<file path="src/rtl/alu_pkg.sv">
// Shared definitions for the chunked ALU sequencer: opsel codes, op-class
// decode and FSM state encoding.
package alu_pkg;

    typedef enum logic [2:0] {
        OP_ADD = 3'b000,
        OP_SUB = 3'b001,
        OP_AND = 3'b010,
        OP_ADC = 3'b011,
        OP_OR  = 3'b100,
        OP_XOR = 3'b101,
        OP_SBC = 3'b110,
        OP_ILL = 3'b111
    } opsel_e;

    typedef enum logic [1:0] {
        CLS_CHAINED = 2'd0,
        CLS_FIXED   = 2'd1,
        CLS_ILLEGAL = 2'd2
    } op_class_e;

    typedef enum logic [1:0] {
        ST_IDLE = 2'd0,
        ST_RUN  = 2'd1,
        ST_DONE = 2'd2
    } state_e;

    // Chained ops propagate carry between chunks; fixed ops force carry-in to 0.
    function automatic op_class_e op_class(input logic [2:0] op);
        op_class_e cls;
        case (opsel_e'(op))
            OP_ADD, OP_SUB, OP_ADC, OP_SBC: cls = CLS_CHAINED;
            OP_AND, OP_OR, OP_XOR:          cls = CLS_FIXED;
            default:                        cls = CLS_ILLEGAL;
        endcase
        return cls;
    endfunction

endpackage

</file>
<file path="src/rtl/alu_chunk_seq.sv">
// Sequences one request into NUM_CHUNKS ALU chunk operations, chaining the
// carry between chunks for arithmetic ops and reporting the final carry.
module alu_chunk_seq
    import alu_pkg::*;
#(
    parameter int NUM_CHUNKS = 4,
    parameter int IDX_W      = $clog2(NUM_CHUNKS)
) (
    input  logic             clk,
    input  logic             rst_n,
    input  logic             req_valid,
    output logic             req_ready,
    input  logic [2:0]       req_opsel,
    input  logic             req_cin,
    input  logic             flush,
    output logic             alu_en,
    output logic [2:0]       alu_opsel,
    output logic             alu_c_in,
    output logic [IDX_W-1:0] chunk_idx,
    input  logic             alu_c_out,
    output logic             done_valid,
    output logic             done_cout,
    output logic             done_err,
    output logic             flag_c
);

    state_e           state_q;
    state_e           state_d;
    logic [2:0]       opsel_q;
    logic             carry_q;
    logic             err_q;
    logic [IDX_W-1:0] idx_q;
    logic             accept;
    logic             last_chunk;
    logic             chained;

    assign req_ready  = (state_q == ST_IDLE) && !flush;
    assign accept     = req_valid && req_ready;
    assign last_chunk = (idx_q == IDX_W'(NUM_CHUNKS - 1));
    assign chained    = (op_class(opsel_q) == CLS_CHAINED);

    always_ff @(posedge clk or negedge rst_n) begin
        if (!rst_n) begin
            state_q <= ST_IDLE;
        end else begin
            state_q <= state_d;
        end
    end

    always_comb begin
        state_d = state_q;
        case (state_q)
            ST_IDLE: begin
                if (accept) begin
                    state_d = (op_class(req_opsel) == CLS_ILLEGAL) ? ST_DONE : ST_RUN;
                end
            end
            ST_RUN: begin
                if (flush) begin
                    state_d = ST_IDLE;
                end else if (last_chunk) begin
                    state_d = ST_DONE;
                end
            end
            ST_DONE: state_d = ST_IDLE;
            default: state_d = ST_IDLE;
        endcase
    end

    // carry_q holds the latched cin before chunk 0, then each chunk's carry-out.
    always_ff @(posedge clk or negedge rst_n) begin
        if (!rst_n) begin
            opsel_q <= 3'b000;
            carry_q <= 1'b0;
            err_q   <= 1'b0;
            idx_q   <= '0;
            flag_c  <= 1'b0;
        end else begin
            if (accept) begin
                opsel_q <= req_opsel;
                carry_q <= req_cin;
                err_q   <= (op_class(req_opsel) == CLS_ILLEGAL);
                idx_q   <= '0;
            end else if (state_q == ST_RUN) begin
                carry_q <= alu_c_out;
                idx_q   <= (flush || last_chunk) ? '0 : idx_q + 1'b1;
            end
            if (done_valid && !err_q) begin
                flag_c <= done_cout;
            end
        end
    end

    assign alu_en     = (state_q == ST_RUN);
    assign alu_opsel  = opsel_q;
    assign alu_c_in   = alu_en && chained && carry_q;
    assign chunk_idx  = alu_en ? idx_q : '0;
    // A flush landing in the DONE cycle suppresses the completion entirely.
    assign done_valid = (state_q == ST_DONE) && !flush;
    assign done_err   = done_valid && err_q;
    assign done_cout  = done_valid && !err_q && chained && carry_q;

endmodule
</file>
<file path="config.mk">
export PLATFORM = sky130hd
export DESIGN_NAME = alu_chunk_seq
export DESIGN_NICKNAME = d
export VERILOG_FILES = /design/src/rtl/alu_pkg.sv /design/src/rtl/alu_chunk_seq.sv
export SDC_FILE = /design/constraint.sdc
export NUM_CORES = 1
export LEC_CHECK = 0
export CORE_AREA = 2 2 42 44
export CTS_BUF_LIST = sky130_fd_sc_hd__clkbuf_8
export DETAILED_ROUTE_END_ITERATION = 8
export DIE_AREA = 0 0 44 46
export PLACE_DENSITY_LB_ADDON = 0.05
export SYNTH_ARGS = -nofsm -noshare
export SYNTH_HDL_FRONTEND = slang
export SYNTH_SLANG_ARGS = --single-unit
</file>
<file path="constraint.sdc">
create_clock -name clk -period 1.5 [get_ports clk]
set_input_delay 0.375 -clock clk [delete_from_list [all_inputs] [get_ports clk]]
set_output_delay 0.375 -clock clk [all_outputs]
set_load 0.005 [all_outputs]
</file>
# Word-level counts from Yosys, hierarchy flattened

Cells that the tools add are included.
Widths: inputs -> output; s select.

Flip-flop bits (word level): 10
Latch bits: 0
Memory bits (writable): 0
Bits in read-only memories: 0
Input bits: 9
Logic and storage cells: 63
Memories: 0

$add $sub $neg: 1
$mul: 0
Divide/modulo/power cells: 0
Order comparisons: 0
Equality and inequality tests: 19
Shift operators: 0
Mux-type cells: 15
Bitwise operators: 0
Reduce and logical (&&, ||, !) cells: 22

Operators with widths:

| cell                | count |
|---|---|
| $mux 2              | 10 |
| $eq 3x3->1 const B  | 6 |
| $eq 3x2->1 const B  | 4 |
| $pmux 2 s2          | 3 |
| $logic_and 1x1->1   | 9 |
| $eq 2x2->1 const B  | 4 |
| $reduce_or 4->1     | 2 |
| $eq 3x1->1 const B  | 2 |
| $logic_not 3->1     | 2 |
| $reduce_or 3->1     | 2 |
| $logic_not 2->1     | 2 |
| $ne 3x2->1 const B  | 1 |
| $add 2x1->2 const B | 1 |
| $eq 2x1->1 const B  | 1 |
| $logic_not 1->1     | 2 |
| $mux 1              | 2 |
| $ne 2x2->1 const B  | 1 |
| $reduce_and 2->1    | 1 |
| $reduce_bool 2->1   | 1 |
| $logic_or 1x1->1    | 1 |

# Logic depth before layout (Yosys ltp)

Depth after elaboration: 9
Mapped depth: 4
Gate-level depth less buffers: 4

# Worst setup path after synthesis

No wires, ideal clock.

Path kind: reg-to-output
Start: register state_q[0]
End: output done_err
Arrival time: 1.128 ns
Data required time: 1.125 ns
Slack: -0.003 ns
Stages on the path, launching flop included: 4
Path buffers: 0
Cells stage by stage: dfrtp_1 > or3b_2 > inv_1 > and2_1

Word-level cells in the longest chain between the ends: 3

RTL lines:

| item                   | line                 | source |
|---|---|---|
| from (decl)            | alu_chunk_seq.sv:27  | `state_e state_q;` |
| from (signal assigned) | alu_chunk_seq.sv:46  | `state_q <= state_d;` |
| $eq 2x2->1             | alu_chunk_seq.sv:99  | `assign done_valid = (state_q == ST_DONE) && !flush;` |
| $logic_and 1x1->1      | alu_chunk_seq.sv:99  |  |
| named net done_valid   | alu_chunk_seq.sv:21  | `output logic done_valid,` |
| $logic_and 1x1->1      | alu_chunk_seq.sv:100 | `assign done_err = done_valid && err_q;` |
| to (decl)              | alu_chunk_seq.sv:23  | `output logic done_err,` |

The timed path passes the listed nets, and every way through them passes these cells.

# Final worst setup path

Start: register state_q[0]
End: output done_cout

Word-level cells in the longest chain between the ends: 5

RTL lines:

| item                           | line                 | source |
|---|---|---|
| $eq 2x2->1                     | alu_chunk_seq.sv:99  |  |
| $logic_and 1x1->1              | alu_chunk_seq.sv:99  |  |
| $logic_and 1x1->1 (3 in a row) | alu_chunk_seq.sv:101 | `assign done_cout = done_valid && !err_q && chained && carry_q;` |
| to (decl)                      | alu_chunk_seq.sv:22  | `output logic done_cout,` |

Every way passes these cells.

==> impl_metrics.csv <==
group,metric,value,unit
clock_network,cts_made_buffers,3,
timing,min_period,1.76,ns
worst_hold_path,holdCritPathClass,"input port to asynchronous set/reset pin",
pwr,power.total,1.01,mW
placement,gp_congestion,0.703,
timing,setup_viol,4,
clock_network,cts-htree-levels,1,
setup_path,critPathArrivalTime,1.39,ns
placement,place_area,838,um2
timing,rsz0062_at_grt,"true",
status,status,"finished with violations",
pwr,p_int,0.734,mW
setup_path,critPathMaxStageDelay,0.39,ns
pwr,vdd_drop_max,0.000821,V
synth,mappedNetlistArea,517,um2
routing,routed-via-count,505,
routing,drtIter0Drc,8,
pwr,powerDensity,1030,nW/um2
synth,synth_fa_ha_area_share,2.42,%
status,violations,"setup timing",
timing,worst_pin_slew,0.450,ns
setup_path,r2r_slack,0,ns
synth,synth_nets,59,
pwr,cellLeakagePower,0.497,nW
timing,setup_tns,-0.711,ns
clock_network,clkTransAtPathRegs,0.05,ns
setup_path,r2r-end,"err_q",
synth,synth-simple-area-share,26.4,%
timing,hold_viol,0,
timing,max_freq,568,MHz
die,coreArea,1610,um2
timing,max_slew_margin,69.9,%
setup_path,end_kind,"output port",
setup_path,crit_chain,"or3b_4 -> buf_6 -> nor3_4 -> buf_2",
pwr,clockPowerShare,27.6,%
pwr,swShare,27.3,%
pwr,seqPwrFrac,36.1,%
synth,synthXorXnorAreaFrac,0,%
grt,grt_max_degree,11,
clock_network,root_buffer,"clkbuf_8",
clock_network,numClockSinks,10,
layout,final_cell_mix,"buf_4, dfrtp_1, buf_6",
die,start_util,32.0,%
routing,remaining_drc_errors,0,
layout,diodes,0,
synth,synth_compound_area_share,7.75,%
layout,stdcell_area,980,um2
synth,ys_types,21,
timing,skew,0.00314,ns
synth,synth_top_family_by_area,"simple AND/OR/NAND/NOR gates",
placement,io_buffer_count,20,
layout,fin_nets,103,
synth,yosysWarningCount,0,
setup_path,cp.required,1.12,ns
die,die_h,46,um
grt,gr-usage-all-layers,14.8,%
layout,stdcell_count,108,
clock_network,clock_latency,0.23,ns
pwr,p_switching,0.275,mW
setup_path,cp.buffers_inverters,2,
setup_path,critPathTopFamily,"simple AND/OR/NAND/NOR gates",
synth,synth_cells,49,
layout,synthToLayoutAreaGrowth,89.6,%
synth,yosysSeqAreaShare,48.4,%
setup_path,startpoint_type,"flop",
clock_network,hold_buffers,0,
grt,grt_pass1_wl,2100,um
setup_path,worstSetupPathType,"flop to output port",
timing,slew_violations,0,
routing,routed_wl,1320,um
setup_path,reg2regPathDepth,5,
run,drv_cap,0,
synth,muxShareOfSynthArea,12.8,%
routing,drtPass1Iterations,4,
die,die_w,44,um
grt,antenna_found_initial,0,
die,io_pins,21,
setup_path,cp-startpoint,"state_q[0]",
die,die_area,2020,um2
synth,ys_ff_latch,10,
synth,avgSynthCellArea,10.5,um2
placement,hpwl,906,um
pwr,combPwrFrac,36.3,%
setup_path,crit_fanout,2,
die,rows,15,
grt,grt-ovfl-total,0,
clock_network,cts_tree,"built",
routing,ant_nets,0,
setup_path,cp_slowest_cell,"or3b_4",
timing,setup_ws,-0.261,ns
routing,post_drt_wl_per_cell,12.2,um
layout,drive_gt1_share,49.5,%
clock_network,clk_path_buf_depth,2,
routing,viasPerCell,4.68,
timing,post-route-period-util,117,%
layout,post-route-util,60.7,%
layout,mostFrequentLayoutCell,"buf_4",
grt,grt_pass1_vias,480,
placement,dp.cells,99,
setup_path,rr_startpoint,"state_q[0]",
==> cells in the mapped netlist <==
master / instances / area share (%)
a21oi_1: 2 / 1.9
a22oi_1: 1 / 1.5
and2_1: 3 / 3.6
and3_1: 1 / 1.2
dfrtp_1: 10 / 48
ha_1: 1 / 2.4
inv_1: 2 / 1.5
inv_2: 1 / 0.73
mux2_2: 5 / 11
mux2i_1: 1 / 1.9
nand2_1: 5 / 3.6
nand2b_1: 2 / 2.4
nand3_1: 1 / 0.97
nand3b_1: 1 / 1.5
nor2_1: 2 / 1.5
nor2b_1: 2 / 2.4
nor3_1: 3 / 2.9
nor4b_4: 1 / 4.6
o21ai_0: 3 / 2.9
o31ai_1: 1 / 1.5
or3b_2: 1 / 1.7
==> cell families after synthesis <==
| family | count (synthesis) |
|---|---|
| compound gates | 7 |
| fa+ha+maj | 1 |
| buf+inv | 3 |
| flops | 10 |
| mux | 6 |
| simple gates | 22 |
==> worst max path at each step <==
stage,depth (start not counted),end
4_1_cts,4,done_cout
5_1_grt,4,done_cout
6_report,4,done_cout
3_3_place_gp,5,done_err
2_1_floorplan,3,done_cout
3_5_place_dp,4,done_cout
==> power by group through the flow <==
stage	registers, mW	logic (mW)	clock network [mW]
floorplan	0.364	0.113	0
global placement	0.360	0.306	0
detailed placement	0.361	0.306	0
CTS	0.363	0.337	0.284
global route	0.372	0.401	0.298
finish	0.364	0.367	0.278
==> timing repair <==
action | 4_1_cts | 5_1_grt
resized for setup | 45 | 16
endpoints found under the setup margin | 17 | 14
buffers inserted | 6 | 1
pin swaps | 3 | 5
==> flip-flops by register name, indices dropped and copies added, names as in the netlist <==
name,cells
flag_c,1
alu_opsel,3
err_q,1
carry_q,1
idx_q,2
state_q,2
==> per-layer routing <==
metal / track usage [%] / wire length [um]
met5: 0 / 0
met2: 26.2 / 690
met1: 17.2 / 539
met4: 1.82 / 0
met3: 5.95 / 88
==> area by class of cell <==
class	count	area (um2)
Multi-Input combinational cell	36	313
Timing Repair Buffer	39	340
Tap cell	17	21.3
Inverter	3	13.8
Sequential cell	10	250
Clock buffer	3	41.3
Fill cell	156	634
==> metrics by stage <==
step           setup WS, ns  hold WS [ns]
4_1_cts              -0.273         0.483
3_5_place_dp         -0.780         0.506
6_report             -0.261         0.457
5_1_grt              -0.323         0.487
3_3_place_gp         -0.767         0.495
2_1_floorplan        0.0701        0.0794
Power figures use the tool's default switching activity.
